### config.mk
export PLATFORM = sky130hd
export DESIGN_NAME = axis_blank_scheduler
export DESIGN_NICKNAME = d
export VERILOG_FILES = /design/src/rtl/axis_blank_pkg.sv /design/src/rtl/axis_reg_slice.sv /design/src/rtl/axis_blank_scheduler.sv
export SDC_FILE = /design/constraint.sdc
export NUM_CORES = 1
export LEC_CHECK = 0
export ABC_AREA = 1
export BUFFER_PORTS_ARGS = -buffer_cell sky130_fd_sc_hd__clkbuf_2
export CORE_UTILIZATION = 25
export CTS_CLUSTER_SIZE = 24
export DETAILED_ROUTE_END_ITERATION = 8
export GPL_ROUTABILITY_DRIVEN = 0
export HOLD_SLACK_MARGIN = 0.03
export PLACE_DENSITY = 0.53
export SKIP_LAST_GASP = 1
export SLEW_MARGIN = 5
export SYNTH_ARGS = -nofsm -noshare
export SYNTH_HDL_FRONTEND = slang
export SYNTH_SLANG_ARGS = --single-unit
export TNS_END_PERCENT = 1
### constraint.sdc
create_clock -name aclk -period 3.94 [get_ports aclk]
set_input_delay 0.394 -clock aclk [delete_from_list [all_inputs] [get_ports aclk]]
set_output_delay 0.394 -clock aclk [all_outputs]
set_load 0.005 [all_outputs]
### src/rtl/axis_blank_pkg.sv
// Purpose: shared state encodings, widths and helpers for the blanking scheduler.
// Latency: n/a (declarations only).
// Backpressure: n/a.
//
// DONE is not a separate encoding: it is IDLE with a sticky done flag, so the
// status port only ever shows the four values below.
package axis_blank_pkg;

    localparam int STATE_W = 2;

    typedef logic [STATE_W-1:0] state_t;

    localparam logic [STATE_W-1:0] ST_IDLE  = 2'd0;
    localparam logic [STATE_W-1:0] ST_ARMED = 2'd1;
    localparam logic [STATE_W-1:0] ST_BLANK = 2'd2;
    localparam logic [STATE_W-1:0] ST_PASS  = 2'd3;

    // A beat is replaced only in BLANK with a non-zero phase length; a
    // zero-length BLANK is skipped and must leave its cycle's beat untouched.
    function automatic logic substitute_beat(input state_t st, input logic len_zero);
        return (st == ST_BLANK) && !len_zero;
    endfunction

endpackage

### src/rtl/axis_reg_slice.sv
// Purpose: one-entry AXI-stream output register (forward and ready path).
// Latency: 1 cycle from accept to m_vld_o.
// Backpressure: s_rdy_o = ~m_vld_o | m_rdy_i; held beat stable while stalled.
//
// Ports:
//   clk, rst          - clock, synchronous active-high reset (drops held beat)
//   s_dat_i/s_vld_i   - upstream data/valid; s_rdy_o upstream ready
//   m_dat_o/m_vld_o   - registered downstream data/valid; m_rdy_i downstream ready
module axis_reg_slice #(
    parameter int DATA_W = 32
) (
    input  logic              clk,
    input  logic              rst,
    input  logic [DATA_W-1:0] s_dat_i,
    input  logic              s_vld_i,
    output logic              s_rdy_o,
    output logic [DATA_W-1:0] m_dat_o,
    output logic              m_vld_o,
    input  logic              m_rdy_i
);

    logic [DATA_W-1:0] dat_q;
    logic              vld_q;

    assign s_rdy_o = ~vld_q | m_rdy_i;
    assign m_dat_o = dat_q;
    assign m_vld_o = vld_q;

    always_ff @(posedge clk) begin
        if (rst) begin
            dat_q <= '0;
            vld_q <= 1'b0;
        end else if (s_vld_i && s_rdy_o) begin
            dat_q <= s_dat_i;
            vld_q <= 1'b1;
        end else if (m_rdy_i) begin
            vld_q <= 1'b0;
        end
    end

endmodule

### src/rtl/axis_blank_scheduler.sv
// Purpose: replaces blank_len beats with default_value, passes pass_len beats, repeats or stops.
// Latency: 1 cycle accept-to-output through the output register slice.
// Backpressure: s_axis_tready = ~m_axis_tvalid | m_axis_tready; nothing is dropped.
//
// Ports:
//   aclk, areset                 - clock, synchronous active-high reset
//   cfg_enable/cfg_trig_mode/cfg_continuous/cfg_blank_len/cfg_pass_len/default_value - config
//   trig                         - start pulse, honoured only in ARMED
//   s_axis_*                     - upstream stream; m_axis_* - downstream stream
//   sts_state, sts_cycles, done  - status: state, completed cycles, single-shot end pulse
module axis_blank_scheduler
    import axis_blank_pkg::*;
#(
    parameter int AXIS_TDATA_WIDTH = 32,
    parameter int CNTR_WIDTH       = 32
) (
    input  logic                        aclk,
    input  logic                        areset,
    input  logic                        cfg_enable,
    input  logic                        cfg_trig_mode,
    input  logic                        cfg_continuous,
    input  logic [CNTR_WIDTH-1:0]       cfg_blank_len,
    input  logic [CNTR_WIDTH-1:0]       cfg_pass_len,
    input  logic [AXIS_TDATA_WIDTH-1:0] default_value,
    input  logic                        trig,
    input  logic [AXIS_TDATA_WIDTH-1:0] s_axis_tdata,
    input  logic                        s_axis_tvalid,
    output logic                        s_axis_tready,
    output logic [AXIS_TDATA_WIDTH-1:0] m_axis_tdata,
    output logic                        m_axis_tvalid,
    input  logic                        m_axis_tready,
    output logic [STATE_W-1:0]          sts_state,
    output logic [CNTR_WIDTH-1:0]       sts_cycles,
    output logic                        done
);

    state_t                  state_q, state_d;
    logic [CNTR_WIDTH-1:0]   cnt_q, cnt_d;
    logic [CNTR_WIDTH-1:0]   cycles_q, cycles_d;
    // Length of the phase currently running, captured on phase entry so that
    // config changes mid-phase only take effect at the next phase.
    logic [CNTR_WIDTH-1:0]   len_q, len_d;
    logic                    cont_q, cont_d;
    logic                    flag_q, flag_d;
    logic                    done_d;

    logic                    accept;
    logic                    len_zero;
    logic                    last_beat;
    logic [CNTR_WIDTH-1:0]   cnt_inc;
    logic [AXIS_TDATA_WIDTH-1:0] slice_dat;

    assign accept    = s_axis_tvalid & s_axis_tready;
    assign len_zero  = (len_q == '0);
    assign cnt_inc   = cnt_q + CNTR_WIDTH'(1);
    assign last_beat = accept && (cnt_inc == len_q);

    // Substitution is decided as the beat enters the register; a held beat
    // is never rewritten.
    assign slice_dat = substitute_beat(state_q, len_zero) ? default_value : s_axis_tdata;

    axis_reg_slice #(
        .DATA_W (AXIS_TDATA_WIDTH)
    ) u_reg_slice (
        .clk     (aclk),
        .rst     (areset),
        .s_dat_i (slice_dat),
        .s_vld_i (s_axis_tvalid),
        .s_rdy_o (s_axis_tready),
        .m_dat_o (m_axis_tdata),
        .m_vld_o (m_axis_tvalid),
        .m_rdy_i (m_axis_tready)
    );

    always_comb begin
        state_d  = state_q;
        cnt_d    = cnt_q;
        cycles_d = cycles_q;
        len_d    = len_q;
        cont_d   = cont_q;
        flag_d   = flag_q;
        done_d   = 1'b0;

        if (!cfg_enable) begin
            state_d = ST_IDLE;
            cnt_d   = '0;
            flag_d  = 1'b0;
        end else begin
            case (state_q)
                ST_IDLE: begin
                    cnt_d = '0;
                    // flag_q set means DONE: wait for cfg_enable to drop.
                    if (!flag_q) begin
                        if (cfg_trig_mode) begin
                            state_d = ST_ARMED;
                        end else begin
                            state_d = ST_BLANK;
                            len_d   = cfg_blank_len;
                        end
                    end
                end
                ST_ARMED: begin
                    if (trig) begin
                        state_d = ST_BLANK;
                        len_d   = cfg_blank_len;
                        cnt_d   = '0;
                    end
                end
                ST_BLANK: begin
                    // A zero-length phase exits without counting this cycle's beat.
                    if (len_zero || last_beat) begin
                        state_d = ST_PASS;
                        len_d   = cfg_pass_len;
                        cont_d  = cfg_continuous;
                        cnt_d   = '0;
                    end else if (accept) begin
                        cnt_d = cnt_inc;
                    end
                end
                default: begin // ST_PASS
                    if (len_zero || last_beat) begin
                        cycles_d = cycles_q + CNTR_WIDTH'(1);
                        cnt_d    = '0;
                        if (cont_q) begin
                            state_d = ST_BLANK;
                            len_d   = cfg_blank_len;
                        end else begin
                            state_d = ST_IDLE;
                            flag_d  = 1'b1;
                            done_d  = 1'b1;
                        end
                    end else if (accept) begin
                        cnt_d = cnt_inc;
                    end
                end
            endcase
        end
    end

    always_ff @(posedge aclk) begin
        if (areset) begin
            state_q  <= ST_IDLE;
            cnt_q    <= '0;
            cycles_q <= '0;
            len_q    <= '0;
            cont_q   <= 1'b0;
            flag_q   <= 1'b0;
        end else begin
            state_q  <= state_d;
            cnt_q    <= cnt_d;
            cycles_q <= cycles_d;
            len_q    <= len_d;
            cont_q   <= cont_d;
            flag_q   <= flag_d;
        end
    end

    assign sts_state  = state_q;
    assign sts_cycles = cycles_q;
    // Pulse is asserted in the cycle the single-shot sequence completes; the
    // state leaves PASS on the following edge, so it lasts exactly one cycle.
    assign done       = done_d;

endmodule

Word level (Yosys, flattened, before mapping)
Cells that the tools add are included. W data, S select, Z words.

Flip-flop bits (word level): 133. Output and inout bits: 69. Word-level logic and storage cells: 67. Input bits: 136.

Equal/unequal tests: 7. Bitwise gates (word level): 6. Muxes and demuxes: 25. Reduce and logical (&&, ||, !) cells: 19. Add/sub/neg operators: 2.

Operators by type and width (number): $mux W32 (10); $pmux W32 S3 (1); $add A32 B1 Y32 const B (2); $pmux W32 S2 (1); $eq A32 B32 Y1 (1); $logic_not A32 Y1 (1); $mux W2 (6); $reduce_and A3 Y1 (3); $reduce_bool A4 Y1 (2); $reduce_and A7 Y1 (1); $mux W1 (6); $ne A2 B2 Y1 const B (3); $pmux W2 S3 (1); $not A1 Y1 (4); $reduce_and A4 Y1 (1); $logic_and A1 B1 Y1 (3); $reduce_bool A3 Y1 (1); $reduce_or A3 Y1 (1); $eq A2 B1 Y1 const B (1); $eq A2 B2 Y1 const B (1); $logic_not A2 Y1 (1); $ne A2 B1 Y1 const B (1); $reduce_and A2 Y1 (1); $reduce_bool A2 Y1 (1); other kinds (5) (5).

Longest topological paths before layout
Gate-level depths: netlist of the first run.

Depth after elaboration: 8. Depth in mapped cells: 20. Depth with buffers taken out: 19.

Cells and area by module
From an unflattened synthesis of the first run, not the netlist that was laid out.

Cell total of the unflattened synthesis: 1394. Area, all modules: 8740.9 sq um.

Modules (own cells, without submodules): axis_blank_scheduler (area an instance 7270.7 sq um, sequential area each 2001.9 sq um, cells an instance 1179, times used 1); axis_reg_slice (area an instance 1470.2 sq um, sequential area each 660.6 sq um, cells an instance 215, times used 1).

Worst setup path before layout of the first run
Ideal clock, no wire load.

Path kind: reg-to-output. Start: reg cnt_q[0]. End: out done. Arrival time: 2.185 ns. Buffers on the path: 1. Data required time: 3.546 ns. Stages on the path, launching flop included: 19. Setup slack: 1.361 ns. Path through: dfxtp_1 > ha_1 > nand2_1 > nor2_2 > nand2_2 > nor2_4 > nand2_1 > nand2_1 > nand2_1 > nand2_1 > nand2_1 > nor2_1 > nand2_1 > nor2_1 > nand3_2 > nand2_2 > nand2_4 > buf_2 > nor2_1.

Word-level cells in the longest chain between the ends: 7.

RTL lines: start: declaration (line axis_blank_scheduler.sv:38) `logic [CNTR_WIDTH-1:0] cnt_q, cnt_d;`; start signal: assignment (line axis_blank_scheduler.sv:150) `cnt_q <= cnt_d;`; $add A32 B1 Y32 (line axis_blank_scheduler.sv:55) `assign cnt_inc = cnt_q + CNTR_WIDTH'(1);`; $eq A32 B32 Y1 (line axis_blank_scheduler.sv:56) `assign last_beat = accept && (cnt_inc == len_q);`; $logic_and A1 B1 Y1 (line axis_blank_scheduler.sv:56); $logic_or A1 B1 Y1 (line axis_blank_scheduler.sv:121) `if (len_zero || last_beat) begin`; $mux W1 (line axis_blank_scheduler.sv:121); $mux W1 (line axis_blank_scheduler.sv:89) `case (state_q)`; $mux W1 (line axis_blank_scheduler.sv:84) `if (!cfg_enable) begin`; end: declaration (line axis_blank_scheduler.sv:34) `output logic done`.

Every way passes these cells.

Worst setup path after layout of the first run
Start: reg cnt_q[1]. End: out done.

Same word-level chain as after synthesis.

==> results of run 1 <==
worst max-delay path by stage:
stage	start	endpoint	slack, ns	cells after the start
after floorplan	cnt_q[0]	done	1.36	18
after global placement	cnt_q[1]	sts_cycles[13]	0.75	19
after detailed placement	cnt_q[1]	sts_cycles[18]	0.72	17
after CTS	cnt_q[1]	done	0.27	16
after global routing	cnt_q[0]	done	0.06	16
final	cnt_q[1]	done	0.35	16
synthesized netlist by cell type:
master / n / area (µm²)
sky130_fd_sc_hd__or2_2: 1 / 6.26
sky130_fd_sc_hd__nand3_2: 3 / 30.0
sky130_fd_sc_hd__nor2_2: 4 / 25.0
sky130_fd_sc_hd__inv_2: 1 / 3.75
sky130_fd_sc_hd__buf_6: 6 / 67.6
sky130_fd_sc_hd__nand2_2: 3 / 18.8
sky130_fd_sc_hd__nand4_1: 11 / 68.8
sky130_fd_sc_hd__nand3b_1: 3 / 22.5
sky130_fd_sc_hd__xor2_1: 25 / 219
sky130_fd_sc_hd__o311a_1: 1 / 10.0
sky130_fd_sc_hd__o21bai_1: 2 / 15.0
sky130_fd_sc_hd__nor2b_1: 1 / 6.26
sky130_fd_sc_hd__xnor2_1: 6 / 52.6
sky130_fd_sc_hd__dfxtp_1: 133 / 2660
sky130_fd_sc_hd__ha_1: 6 / 75.1
sky130_fd_sc_hd__and2_1: 2 / 12.5
sky130_fd_sc_hd__nand2_4: 1 / 11.3
sky130_fd_sc_hd__a31oi_1: 1 / 6.26
sky130_fd_sc_hd__nor2_1: 155 / 582
sky130_fd_sc_hd__o211ai_1: 32 / 240
sky130_fd_sc_hd__mux2_2: 32 / 360
sky130_fd_sc_hd__o21ai_0: 34 / 170
sky130_fd_sc_hd__nand2_1: 451 / 1690
sky130_fd_sc_hd__nor3_1: 21 / 105
sky130_fd_sc_hd__nand3_1: 113 / 566
sky130_fd_sc_hd__clkinv_2: 1 / 5.00
sky130_fd_sc_hd__clkbuf_1: 30 / 113
sky130_fd_sc_hd__inv_1: 140 / 526
sky130_fd_sc_hd__nor4_1: 8 / 50.1
sky130_fd_sc_hd__buf_2: 12 / 60.1
sky130_fd_sc_hd__buf_1: 4 / 15.0
sky130_fd_sc_hd__nor2_4: 4 / 45.0
sky130_fd_sc_hd__buf_4: 1 / 7.51
sky130_fd_sc_hd__a21oi_1: 72 / 360
sky130_fd_sc_hd__nand3_4: 2 / 35.0
sky130_fd_sc_hd__xnor3_1: 2 / 45.0
sky130_fd_sc_hd__nor3b_1: 1 / 7.51
cell families (layout without fill, tap and decap cells):
kind of cell / count (synthesis) / count (layout) / synth area share, %
AO/OA/AOI/OAI: 142 / 142 / 9.67
buffers and inverters: 195 / 388 / 9.60
flip-flops: 133 / 133 / 32.1
XOR/XNOR: 33 / 33 / 3.81
AND/OR/NAND/NOR: 784 / 784 / 39.6
adder cells (fa/ha/maj): 6 / 6 / 0.905
multiplexers: 32 / 32 / 4.34
critical path, cell delays in order (launching register included):
cell and delay, ns:
sky130_fd_sc_hd__dfxtp_1 0.39, sky130_fd_sc_hd__ha_1 0.20, sky130_fd_sc_hd__nand2_1 0.14, sky130_fd_sc_hd__nor2_4 0.16
sky130_fd_sc_hd__nand2_2 0.14, sky130_fd_sc_hd__nor2_4 0.25, sky130_fd_sc_hd__nand3_1 0.15, sky130_fd_sc_hd__nand3_1 0.12
sky130_fd_sc_hd__nand2_1 0.05, sky130_fd_sc_hd__nor2_1 0.16, sky130_fd_sc_hd__nand2_1 0.08, sky130_fd_sc_hd__nor2_1 0.13
sky130_fd_sc_hd__nand3_2 0.14, sky130_fd_sc_hd__nand2_2 0.17, sky130_fd_sc_hd__nand2_4 0.18, sky130_fd_sc_hd__nor2_1 0.15
sky130_fd_sc_hd__clkbuf_2 0.13
where the power goes:
part / total (mW) / internal, mW / switching, mW
Sequential: 1.63 / 1.50 / 0.134
Clock: 1.73 / 1.01 / 0.716
Combinational: 1.27 / 0.471 / 0.795
Total: 4.63 / 2.98 / 1.65
stage by stage:
stage / instance area [µm²] / hold WS [ns]
after floorplan: 8300 / 0.437
after global placement: 9720 / 0.462
after detailed placement: 9720 / 0.468
after CTS: 10300 / 0.172
after global routing: 10300 / 0.188
final: 10300 / 0.185
registers in the layout, summed over array words and instances (netlist names):
register,cells
cnt_q,32
u_reg_slice.m_dat_o,32
len_q,32
u_reg_slice.m_vld_o,1
sts_state,2
flag_q,1
sts_cycles,32
cont_q,1
per-layer routing:
| metal | track usage [%] | part of all wire, % | wire length [µm] |
|---|---|---|---|
| met2 | 26.7 | 46 | 12100 |
| met5 | 0 | 0.034 | 9 |
| met1 | 19.9 | 46 | 12100 |
| met3 | 4.13 | 6.3 | 1680 |
| met4 | 6.43 | 2.5 | 659 |
area by class of cell:
class / instances / area, µm²
Inverter: 142 / 534
Fill cell: 3607 / 22300
Sequential cell: 133 / 2660
Clock inverter: 15 / 193
Clock buffer: 17 / 425
Tap cell: 442 / 553
Multi-Input combinational cell: 997 / 4870
Timing Repair Buffer: 214 / 1110
==> impl_metrics.prom, run 1 <==
# TYPE chip_impl_metric gauge
chip_impl_metric{name="p_total",unit="mW"} 4.63
chip_impl_metric{name="maxClockFrequency",unit="MHz"} 278
chip_impl_metric{name="vias_in_the_first_global_route",unit=""} 8263
chip_impl_info{name="status",value="completed"} 1
chip_impl_metric{name="final-max-slew-violation-count",unit=""} 0
chip_impl_metric{name="number_of_gates_resized_after_cts",unit=""} 0
chip_impl_info{name="clock_tree.root_cell",value="sky130_fd_sc_hd__clkbuf_16"} 1
chip_impl_metric{name="dp_worst_setup_slack",unit="ns"} 0.719
chip_impl_metric{name="total_number_of_vias",unit=""} 8846
chip_impl_metric{name="drc_errors",unit=""} 0
chip_impl_metric{name="cts-hold-fix-buffers",unit=""} 0
chip_impl_metric{name="initial_core_util",unit="%"} 25.4
chip_impl_metric{name="post_drt_wl_per_cell",unit="µm"} 13.6
chip_impl_info{name="regToRegEndpoint",value="sts_cycles[14]"} 1
chip_impl_metric{name="worst_setup_hold_path_clk_slew",unit="ns"} 0.07
chip_impl_metric{name="vdd.ir_drop.worst",unit="mV"} 0.379
chip_impl_metric{name="portBuffers",unit=""} 204
chip_impl_metric{name="cp.required",unit="ns"} 3.55
chip_impl_metric{name="io_pins",unit=""} 205
chip_impl_metric{name="worstPathArrival",unit="ns"} 3.20
chip_impl_metric{name="rows",unit=""} 66
chip_impl_metric{name="grt_first_pass_wirelength",unit="mm"} 42.6
chip_impl_metric{name="max_cap_viol_count",unit=""} 0
chip_impl_metric{name="dp.cells",unit=""} 1928
chip_impl_info{name="timing.critical_path.from_type",value="register"} 1
chip_impl_info{name="crit_path_end_kind",value="primary output"} 1
chip_impl_metric{name="drt_pass1_iterations",unit=""} 4
chip_impl_metric{name="worst_slew_pin_slew",unit="ns"} 1.03
chip_impl_metric{name="clock_skew",unit="ns"} 0.0133
chip_impl_metric{name="layout_setup_ws",unit="ns"} 0.348
chip_impl_metric{name="nNetsFinal",unit=""} 1647
chip_impl_metric{name="detailed_place_hpwl",unit="mm"} 20.1
chip_impl_info{name="layout_commonest_cell",value="sky130_fd_sc_hd__nand2_1"} 1
chip_impl_metric{name="grt_start_max_net_pins",unit=""} 67
chip_impl_metric{name="post-cts-setup-buffer-count",unit=""} 0
chip_impl_metric{name="rr_worst_depth",unit=""} 17
chip_impl_metric{name="tns",unit="ns"} 0
chip_impl_metric{name="post_route_fraction_of_the_period_consumed_by_the_critical_path",unit="%"} 91.2
chip_impl_info{name="worst-setup-path-type",value="reg2out"} 1
chip_impl_info{name="rsz_0062_raised_after_global_routing",value="false"} 1
chip_impl_metric{name="core_region_area",unit="mm²"} 0.0326
chip_impl_metric{name="instances_no_fill",unit=""} 1960
chip_impl_metric{name="drt-total-wl",unit="mm"} 26.6
chip_impl_metric{name="layout_min_cycle_time",unit="ns"} 3.59
chip_impl_metric{name="initialDrtViolationCount",unit=""} 461
chip_impl_info{name="worstHoldEndpoint",value="cont_q"} 1
chip_impl_metric{name="post-route-util",unit="%"} 31.7
chip_impl_metric{name="whs_path_depth",unit=""} 3
chip_impl_metric{name="final_layout_size_suffix_gt1_share",unit="%"} 20.0
chip_impl_metric{name="synth.yosys.seq_area_share",unit="%"} 32.1
chip_impl_metric{name="synth_seq_cells",unit=""} 133
chip_impl_metric{name="report.final.hold_viol_count",unit=""} 0
chip_impl_metric{name="cts.sink_count",unit=""} 133
chip_impl_metric{name="mappedNetlistArea",unit="mm²"} 0.00830
chip_impl_metric{name="synth_area_per_cell",unit="µm²"} 6.26
chip_impl_metric{name="synthesis.nets",unit=""} 1467
chip_impl_metric{name="dieWidth",unit="µm"} 184
chip_impl_metric{name="drt-vias-per-instance",unit=""} 4.51
chip_impl_metric{name="flow.area_growth_from_synthesis",unit="%"} 24.7
chip_impl_metric{name="setup_slack_on_the_worst_flop_to_flop_path",unit="ns"} 0.76
chip_impl_metric{name="floorplan.die_area",unit="mm²"} 0.0339
chip_impl_metric{name="power_density",unit="mW/mm²"} 447
chip_impl_metric{name="globalRouteOverflowTotal",unit=""} 0
chip_impl_info{name="hp-start",value="cfg_continuous"} 1
chip_impl_metric{name="clk_latency",unit="ns"} 0.44
chip_impl_metric{name="total_grt_usage",unit="%"} 16.1
chip_impl_metric{name="relSlewSlack",unit="%"} 31.3
chip_impl_metric{name="ctsLongestPathBuffers",unit=""} 2
chip_impl_metric{name="htreeDepth",unit=""} 4
chip_impl_metric{name="cts-buffers-inserted",unit=""} 17
chip_impl_metric{name="synth_warnings",unit=""} 0
chip_impl_info{name="timing.hold.worst.class",value="in2reg"} 1
chip_impl_metric{name="setup_viol",unit=""} 0
chip_impl_metric{name="antenna_cells",unit=""} 0
chip_impl_metric{name="antenna_violations_before_repair",unit=""} 1
chip_impl_metric{name="leakage_power_total",unit="nW"} 4.73
chip_impl_metric{name="dieHeight",unit="µm"} 184
chip_impl_metric{name="syn_inst",unit=""} 1325
chip_impl_metric{name="ant_nets",unit=""} 0
chip_impl_info{name="crit-reg2reg-launch",value="cnt_q[1]"} 1
chip_impl_info{name="layout.cells.most_common_list",value="451 x sky130_fd_sc_hd__nand2_1, 204 x sky130_fd_sc_hd__clkbuf_2, 154 x sky130_fd_sc_hd__nor2_1, 139 x sky130_fd_sc_hd__inv_1, 133 x sky130_fd_sc_hd__dfxtp_1"} 1
chip_impl_metric{name="netlist-cell-type-count",unit=""} 37
chip_impl_metric{name="worst-path-max-fanout",unit=""} 19
chip_impl_info{name="tritoncts_clock_tree",value="yes"} 1
No activity file was read; power rests on OpenSTA's default activity.
==> inputs of run 2 (changes only) <==
--- a/config.mk
+++ b/config.mk
@@ -7,12 +7,14 @@
 export LEC_CHECK = 0
 export ABC_AREA = 1
 export BUFFER_PORTS_ARGS = -buffer_cell sky130_fd_sc_hd__clkbuf_2
+export CELL_PAD_IN_SITES_DETAIL_PLACEMENT = 1
+export CELL_PAD_IN_SITES_GLOBAL_PLACEMENT = 1
 export CORE_UTILIZATION = 25
 export CTS_CLUSTER_SIZE = 24
 export DETAILED_ROUTE_END_ITERATION = 8
 export GPL_ROUTABILITY_DRIVEN = 0
 export HOLD_SLACK_MARGIN = 0.03
-export PLACE_DENSITY = 0.53
+export PLACE_DENSITY = 0.67
 export SKIP_LAST_GASP = 1
 export SLEW_MARGIN = 5
 export SYNTH_ARGS = -nofsm -noshare
==> constraint.sdc (replaced) <==
create_clock -name aclk -period 3.45 [get_ports aclk]
set_input_delay 0.345 -clock aclk [delete_from_list [all_inputs] [get_ports aclk]]
set_output_delay 0.345 -clock aclk [all_outputs]
set_load 0.005 [all_outputs]
==> impl_metrics.prom, run 2 (synthesis results as in run 1) <==
# TYPE chip_impl_metric gauge
chip_impl_metric{name="vias_in_the_first_global_route",unit=""} 9146
chip_impl_metric{name="detailed_place_hpwl",unit="mm"} 22.0
chip_impl_metric{name="antenna_violations_before_repair",unit=""} 1
chip_impl_info{name="layout.cells.most_common_list",value="450 x sky130_fd_sc_hd__nand2_1, 204 x sky130_fd_sc_hd__clkbuf_2, 149 x sky130_fd_sc_hd__nor2_1, 138 x sky130_fd_sc_hd__inv_1, 131 x sky130_fd_sc_hd__dfxtp_1"} 1
chip_impl_info{name="critPathSlowestCell",value="sky130_fd_sc_hd__dfxtp_2"} 1
chip_impl_info{name="layout_commonest_cell",value="sky130_fd_sc_hd__nand2_1"} 1
chip_impl_metric{name="drt-met1-wl",unit="mm"} 13.4
chip_impl_info{name="path_delay_family",value="simple AND/OR/NAND/NOR gates"} 1
chip_impl_info{name="tritoncts_clock_tree",value="yes"} 1
chip_impl_metric{name="comb_power_share",unit="%"} 29.1
chip_impl_metric{name="switching_power",unit="mW"} 1.86
chip_impl_metric{name="cell_internal_pwr",unit="mW"} 3.32
chip_impl_metric{name="whs_path_depth",unit=""} 3
chip_impl_metric{name="cp.required",unit="ns"} 3.11
chip_impl_metric{name="power.switching_fraction",unit="%"} 35.9
chip_impl_metric{name="total_number_of_vias",unit=""} 9005
chip_impl_metric{name="vdd.ir_drop.worst",unit="mV"} 0.306
chip_impl_metric{name="final.fill_count",unit=""} 4271
chip_impl_metric{name="initial_core_util",unit="%"} 25.4
chip_impl_metric{name="dieHeight",unit="µm"} 184
chip_impl_metric{name="timing.critical_path.depth",unit=""} 16
chip_impl_metric{name="critPathBufInv",unit=""} 1
chip_impl_info{name="startpoint",value="cnt_q[0]"} 1
chip_impl_metric{name="leakage_power_total",unit="nW"} 4.77
chip_impl_metric{name="drt-total-wl",unit="mm"} 29.2
chip_impl_metric{name="drc_errors",unit=""} 0
chip_impl_info{name="worst-setup-path-type",value="reg2out"} 1
chip_impl_metric{name="total_grt_usage",unit="%"} 17.6
chip_impl_metric{name="floorplan.die_area",unit="mm²"} 0.0339
chip_impl_info{name="timing.hold.worst.class",value="in2reg"} 1
chip_impl_metric{name="grt_first_pass_wirelength",unit="mm"} 47.0
chip_impl_info{name="cp_cell_sequence",value="ha_2 > nand2_2 > nor2_4 > nand2_4 > nor2_4 > nand3_2 > nand3_1 > nand2_1 > nor2_1 > nand2_1 > nor2_1 > nand3_2 > nand2_4 > nand2_4 > nor2_2 > clkbuf_2"} 1
chip_impl_metric{name="worstPathArrival",unit="ns"} 2.90
chip_impl_info{name="timing.critical_path.from_type",value="register"} 1
chip_impl_info{name="hp-start",value="cfg_continuous"} 1
chip_impl_metric{name="rr_worst_depth",unit=""} 21
chip_impl_metric{name="power.share.clock",unit="%"} 34.9
chip_impl_info{name="timing.critical_path.mode_cell",value="sky130_fd_sc_hd__nand2_4"} 1
chip_impl_metric{name="core_region_area",unit="mm²"} 0.0326
chip_impl_metric{name="flow.area_growth_from_synthesis",unit="%"} 26.0
chip_impl_metric{name="ant_nets",unit=""} 0
chip_impl_metric{name="final-max-slew-violation-count",unit=""} 0
chip_impl_metric{name="globalRouteOverflowTotal",unit=""} 0
chip_impl_metric{name="power.sequential.fraction",unit="%"} 36.0
chip_impl_info{name="crit-reg2reg-launch",value="cnt_q[0]"} 1
chip_impl_metric{name="nNetsFinal",unit=""} 1656
chip_impl_metric{name="grt_start_max_net_pins",unit=""} 67
chip_impl_metric{name="initialDrtViolationCount",unit=""} 394
chip_impl_metric{name="portBuffers",unit=""} 204
chip_impl_metric{name="cts.sink_count",unit=""} 133
chip_impl_metric{name="io_pins",unit=""} 205
chip_impl_metric{name="ctsLongestPathBuffers",unit=""} 2
chip_impl_metric{name="tns",unit="ns"} 0
chip_impl_metric{name="report.final.hold_viol_count",unit=""} 0
chip_impl_metric{name="worst_slew_pin_slew",unit="ns"} 1.13
chip_impl_metric{name="setup_viol",unit=""} 0
chip_impl_metric{name="cp_max_stage_delay",unit="ns"} 0.36
chip_impl_info{name="top_layer_used",value="met4"} 1
chip_impl_metric{name="met3RoutedLength",unit="mm"} 1.53
chip_impl_metric{name="drt_pass1_iterations",unit=""} 4
chip_impl_metric{name="dp_worst_setup_slack",unit="ns"} 0.177
chip_impl_metric{name="relSlewSlack",unit="%"} 24.6
chip_impl_metric{name="clock_skew",unit="ns"} 0.0185
chip_impl_metric{name="max_cap_viol_count",unit=""} 0
chip_impl_metric{name="final_layout_size_suffix_gt1_share",unit="%"} 21.1
chip_impl_metric{name="layout_min_cycle_time",unit="ns"} 3.24
chip_impl_metric{name="met2WireLength",unit="mm"} 14.1
chip_impl_metric{name="cts-buffers-inserted",unit=""} 17
chip_impl_metric{name="layout_setup_ws",unit="ns"} 0.206
chip_impl_metric{name="clk_latency",unit="ns"} 0.44
chip_impl_metric{name="post_drt_wl_per_cell",unit="µm"} 14.9
chip_impl_metric{name="cts-hold-fix-buffers",unit=""} 0
chip_impl_metric{name="drt-vias-per-instance",unit=""} 4.57
chip_impl_metric{name="power_density",unit="mW/mm²"} 495
chip_impl_metric{name="dieWidth",unit="µm"} 184
chip_impl_info{name="crit_path_end_kind",value="primary output"} 1
chip_impl_metric{name="rows",unit=""} 66
chip_impl_metric{name="htreeDepth",unit=""} 4
chip_impl_metric{name="worst-path-max-fanout",unit=""} 6
chip_impl_info{name="status",value="completed"} 1
chip_impl_metric{name="post_route_fraction_of_the_period_consumed_by_the_critical_path",unit="%"} 94.0
chip_impl_info{name="clock_tree.root_cell",value="sky130_fd_sc_hd__clkbuf_16"} 1
chip_impl_metric{name="maxClockFrequency",unit="MHz"} 308
chip_impl_metric{name="worst_setup_hold_path_clk_slew",unit="ns"} 0.06
-- run 2: final timing paths --
| kind | end | slack (ns) |
|---|---|---|
| worst max-delay path | done | 0.21 |
| worst min-delay path | cont_q | 0.19 |
| worst max register to register | len_q[15] | 0.46 |
| worst min register to register | flag_q | 0.48 |
-- run 2: worst reg2reg max path, stage by stage, from the launching register on --
cell	delay, ns
sky130_fd_sc_hd__dfxtp_2	0.36
sky130_fd_sc_hd__ha_2	0.22
sky130_fd_sc_hd__nand2_2	0.11
sky130_fd_sc_hd__nor2_4	0.22
sky130_fd_sc_hd__nand2_4	0.12
sky130_fd_sc_hd__nor2_4	0.21
sky130_fd_sc_hd__buf_4	0.15
sky130_fd_sc_hd__nand2_1	0.07
sky130_fd_sc_hd__nand3_1	0.10
sky130_fd_sc_hd__nand2_1	0.07
sky130_fd_sc_hd__nand2_1	0.06
sky130_fd_sc_hd__nor2_1	0.05
sky130_fd_sc_hd__nand2_1	0.06
sky130_fd_sc_hd__nor2_1	0.05
sky130_fd_sc_hd__nand3_2	0.10
sky130_fd_sc_hd__buf_4	0.13
sky130_fd_sc_hd__nand3_4	0.09
sky130_fd_sc_hd__nand3_4	0.09
sky130_fd_sc_hd__buf_4	0.38
sky130_fd_sc_hd__nand2_1	0.14
sky130_fd_sc_hd__nand2_1	0.08
sky130_fd_sc_hd__nor2_1	0.05
-- run 2: through the flow --
step	hold WS, ns	cells	area [µm²]	utilization, %	total power [mW]
final	0.194	1969	10500	32.0	5.18
after CTS	0.174	1965	10400	31.8	5.25
after detailed placement	0.468	1933	9770	30.0	3.41
after floorplan	0.437	1325	8300	-	2.88
after global placement	0.451	1933	9770	30.0	3.39
after global routing	0.209	1968	10500	32.0	5.51
-- run 2: per-layer routing --
metal  vias to the layer above  GRT usage (%)
met5                         -              0
met4                         0           4.00
met3                        18           4.25
met2                       170           30.7
met1                      4225           21.6
li1                       4592              -
-- run 2: cell type report --
| type | instances | area, µm² | share of cell area, % |
|---|---|---|---|
| inverters | 142 | 534 | 5.11 |
| multi-input cells | 997 | 4930 | 47.1 |
| flip-flops and latches | 133 | 2670 | 25.5 |
| clock buffers | 21 | 470 | 4.50 |
| clock inverters | 10 | 100 | 0.958 |
| diodes | 1 | 2.50 | 0.0239 |
| repair buffers | 223 | 1200 | 11.5 |
| well taps | 442 | 553 | 5.29 |
-- run 2: power groups by stage --
stage          Sequential (mW)  Combinational [mW]  Clock (mW)
5_1_grt                   1.89                1.71        1.92
4_1_cts                   1.86                1.53        1.86
3_5_place_dp              1.89                1.52           0
2_1_floorplan             1.84                1.03           0
6_report                  1.86                1.51        1.81
3_3_place_gp              1.89                1.50           0
-- run 2: repair_timing --
item,in CTS,in global routing
endpoints found under the setup margin,1,1
resized for setup,5,14
buffers inserted,1,3
pin swaps,1,4
==> inputs of run 3 (changes only) <==
--- a/config.mk
+++ b/config.mk
@@ -13,6 +13,7 @@
 export CTS_CLUSTER_SIZE = 24
 export DETAILED_ROUTE_END_ITERATION = 8
 export GPL_ROUTABILITY_DRIVEN = 0
+export GPL_TIMING_DRIVEN = 0
 export HOLD_SLACK_MARGIN = 0.03
 export PLACE_DENSITY = 0.67
 export SKIP_LAST_GASP = 1
==> constraint.sdc (replaced) <==
create_clock -name aclk -period 3.6 [get_ports aclk]
set_input_delay 0.36 -clock aclk [delete_from_list [all_inputs] [get_ports aclk]]
set_output_delay 0.36 -clock aclk [all_outputs]
set_load 0.005 [all_outputs]
==> impl_metrics.prom, run 3 (synthesis results as in run 1) <==
# TYPE chip_impl_metric gauge
chip_impl_metric{name="ctsLongestPathBuffers",unit=""} 2
chip_impl_metric{name="p_total",unit="mW"} 5.03
chip_impl_info{name="worst-setup-path-type",value="reg2out"} 1
chip_impl_metric{name="worstPathArrival",unit="ns"} 3.00
chip_impl_metric{name="dp.cells",unit=""} 1970
chip_impl_metric{name="detailed_place_hpwl",unit="mm"} 24.6
chip_impl_metric{name="rows",unit=""} 66
chip_impl_metric{name="leakage_power_total",unit="nW"} 4.81
chip_impl_metric{name="report.final.hold_viol_count",unit=""} 0
chip_impl_metric{name="floorplan.die_area",unit="mm²"} 0.0339
chip_impl_metric{name="total_number_of_vias",unit=""} 9299
chip_impl_metric{name="power_density",unit="mW/mm²"} 476
chip_impl_metric{name="drc_errors",unit=""} 0
chip_impl_metric{name="worst_setup_hold_path_clk_slew",unit="ns"} 0.07
chip_impl_metric{name="initial_core_util",unit="%"} 25.4
chip_impl_metric{name="worst_slew_pin_slew",unit="ns"} 0.835
chip_impl_info{name="status",value="completed"} 1
chip_impl_metric{name="power.sequential.fraction",unit="%"} 35.5
chip_impl_metric{name="clock_skew",unit="ns"} 0.0142
chip_impl_info{name="crit_path_end_kind",value="primary output"} 1
chip_impl_metric{name="cts-hold-fix-buffers",unit=""} 0
chip_impl_info{name="tritoncts_clock_tree",value="yes"} 1
chip_impl_metric{name="post-route-util",unit="%"} 32.4
chip_impl_metric{name="rr_worst_depth",unit=""} 9
chip_impl_metric{name="drt_pass1_iterations",unit=""} 5
chip_impl_metric{name="cp.required",unit="ns"} 3.24
chip_impl_info{name="timing.critical_path.from_type",value="register"} 1
chip_impl_metric{name="comb_power_share",unit="%"} 29.8
chip_impl_metric{name="dieWidth",unit="µm"} 184
chip_impl_metric{name="portBuffers",unit=""} 203
chip_impl_metric{name="io_pins",unit=""} 205
chip_impl_metric{name="grt_start_max_net_pins",unit=""} 17
chip_impl_metric{name="flow.area_growth_from_synthesis",unit="%"} 27.5
chip_impl_metric{name="htreeDepth",unit=""} 4
chip_impl_metric{name="antenna_violations_before_repair",unit=""} 1
chip_impl_metric{name="cts-buffers-inserted",unit=""} 17
chip_impl_info{name="timing.hold.worst.class",value="in2reg"} 1
chip_impl_metric{name="power.share.clock",unit="%"} 34.8
chip_impl_metric{name="core_region_area",unit="mm²"} 0.0326
chip_impl_metric{name="drt-total-wl",unit="mm"} 30.9
chip_impl_info{name="layout_commonest_cell",value="sky130_fd_sc_hd__nand2_1"} 1
chip_impl_metric{name="clk_latency",unit="ns"} 0.44
chip_impl_info{name="clock_tree.root_cell",value="sky130_fd_sc_hd__clkbuf_16"} 1
chip_impl_info{name="crit-reg2reg-launch",value="len_q[9]"} 1
chip_impl_info{name="startpoint",value="cnt_q[0]"} 1
chip_impl_metric{name="drt-vias-per-instance",unit=""} 4.63
chip_impl_metric{name="initialDrtViolationCount",unit=""} 461
chip_impl_metric{name="relSlewSlack",unit="%"} 44.3
chip_impl_metric{name="final_layout_size_suffix_gt1_share",unit="%"} 21.2
chip_impl_metric{name="post_drt_wl_per_cell",unit="µm"} 15.4
chip_impl_metric{name="switching_power",unit="mW"} 1.92
chip_impl_metric{name="worst-path-max-fanout",unit=""} 16
chip_impl_metric{name="total_grt_usage",unit="%"} 18.7
chip_impl_metric{name="dieHeight",unit="µm"} 184
chip_impl_info{name="worstSetupEndpoint",value="done"} 1
chip_impl_metric{name="globalRouteOverflowTotal",unit=""} 0
chip_impl_metric{name="max_cap_viol_count",unit=""} 0
chip_impl_metric{name="post_route_fraction_of_the_period_consumed_by_the_critical_path",unit="%"} 93.4
chip_impl_metric{name="setup_slack_on_the_worst_flop_to_flop_path",unit="ns"} 0.31
chip_impl_info{name="regToRegEndpoint",value="cnt_q[26]"} 1
chip_impl_info{name="layout.cells.most_common_list",value="447 x sky130_fd_sc_hd__nand2_1, 203 x sky130_fd_sc_hd__clkbuf_2, 148 x sky130_fd_sc_hd__nor2_1, 139 x sky130_fd_sc_hd__inv_1, 127 x sky130_fd_sc_hd__dfxtp_1"} 1
chip_impl_metric{name="setup_viol",unit=""} 0
chip_impl_metric{name="vdd.ir_drop.worst",unit="mV"} 0.349
chip_impl_metric{name="maxClockFrequency",unit="MHz"} 298
chip_impl_metric{name="cts.sink_count",unit=""} 133
chip_impl_metric{name="layout_min_cycle_time",unit="ns"} 3.36
chip_impl_metric{name="cell_internal_pwr",unit="mW"} 3.12
chip_impl_metric{name="ant_nets",unit=""} 0
chip_impl_metric{name="final-max-slew-violation-count",unit=""} 0
chip_impl_metric{name="nNetsFinal",unit=""} 1694
chip_impl_metric{name="power.switching_fraction",unit="%"} 38.1
chip_impl_metric{name="final.fill_count",unit=""} 4285
chip_impl_metric{name="instances_no_fill",unit=""} 2008
chip_impl_metric{name="vias_in_the_first_global_route",unit=""} 9392
chip_impl_metric{name="grt_first_pass_wirelength",unit="mm"} 49.4
## run 3: layer usage
metal | vias up | track usage (%) | wire, µm
met1 | 4371 | 23.4 | 14200
li1 | 4677 | - | -
met4 | 0 | 5.37 | 555
met3 | 30 | 5.06 | 1820
met2 | 221 | 31.3 | 14400
met5 | - | 0 | 0
## run 3: area by class of cell
type | instances | area [µm²] | share of cell area, %
inverter | 142 | 534 | 5.05
tap | 442 | 553 | 5.23
clock inverter | 14 | 133 | 1.25
multi-input combinational | 997 | 4920 | 46.5
antenna | 1 | 2.50 | 0.0236
sequential | 133 | 2670 | 25.3
timing repair buffer | 209 | 1060 | 10.0
clock buffer | 18 | 439 | 4.15
buffer | 52 | 262 | 2.47
## run 3: worst max-delay path, stage by stage (launching register included)
cell                       delay (ns)
sky130_fd_sc_hd__dfxtp_4         0.37
sky130_fd_sc_hd__ha_2            0.20
sky130_fd_sc_hd__nand3_1         0.12
sky130_fd_sc_hd__nor2_1          0.27
sky130_fd_sc_hd__nand4_1         0.19
sky130_fd_sc_hd__nand2_1         0.13
sky130_fd_sc_hd__nand2_1         0.06
sky130_fd_sc_hd__nand2_1         0.09
sky130_fd_sc_hd__nand2_1         0.06
sky130_fd_sc_hd__nor2_1          0.18
sky130_fd_sc_hd__nand2_1         0.11
sky130_fd_sc_hd__nor2_1          0.14
sky130_fd_sc_hd__nand3_2         0.14
sky130_fd_sc_hd__nand2_4         0.13
sky130_fd_sc_hd__nand2_8         0.12
sky130_fd_sc_hd__nor2_1          0.10
sky130_fd_sc_hd__clkbuf_2        0.14
## run 3: power by group through the flow
stage | registers [mW] | clock network [mW] | logic (mW)
finish | 1.79 | 1.75 | 1.50
global route | 1.81 | 1.86 | 1.71
CTS | 1.79 | 1.80 | 1.51
detailed placement | 1.81 | 0 | 1.50
global placement | 1.81 | 0 | 1.48
floorplan | 1.77 | 0 | 0.989
## run 3: worst min path at each step
stage              startpoint                   to  slack, ns  cells past startpoint
2_1_floorplan          flag_q               flag_q       0.44                      2
3_3_place_gp           flag_q               flag_q       0.45                      2
3_5_place_dp           flag_q               flag_q       0.46                      2
4_1_cts        cfg_continuous               cont_q       0.15                      3
5_1_grt        cfg_continuous               cont_q       0.19                      3
6_report        s_axis_tvalid  u_reg_slice.m_vld_o       0.17                      3
## run 3: what timing repair did
item / 4_1_cts / 5_1_grt
pin swaps: 3 / 6
setup endpoints to repair: 1 / 1
buffers inserted: 3 / 3
gates resized for setup: 18 / 15
## run 3: per-stage QoR
stage / setup TNS [ns] / worst slack [ns] / area (µm²) / hold slack [ns]
final: 0 / 0.239 / 10600 / 0.171
after global routing: -0.00845 / -0.00845 / 10600 / 0.190
after CTS: 0 / 0.130 / 10500 / 0.149
after detailed placement: 0 / 0.195 / 9870 / 0.459
after global placement: 0 / 0.217 / 9870 / 0.451
after floorplan: 0 / 1.06 / 8300 / 0.437
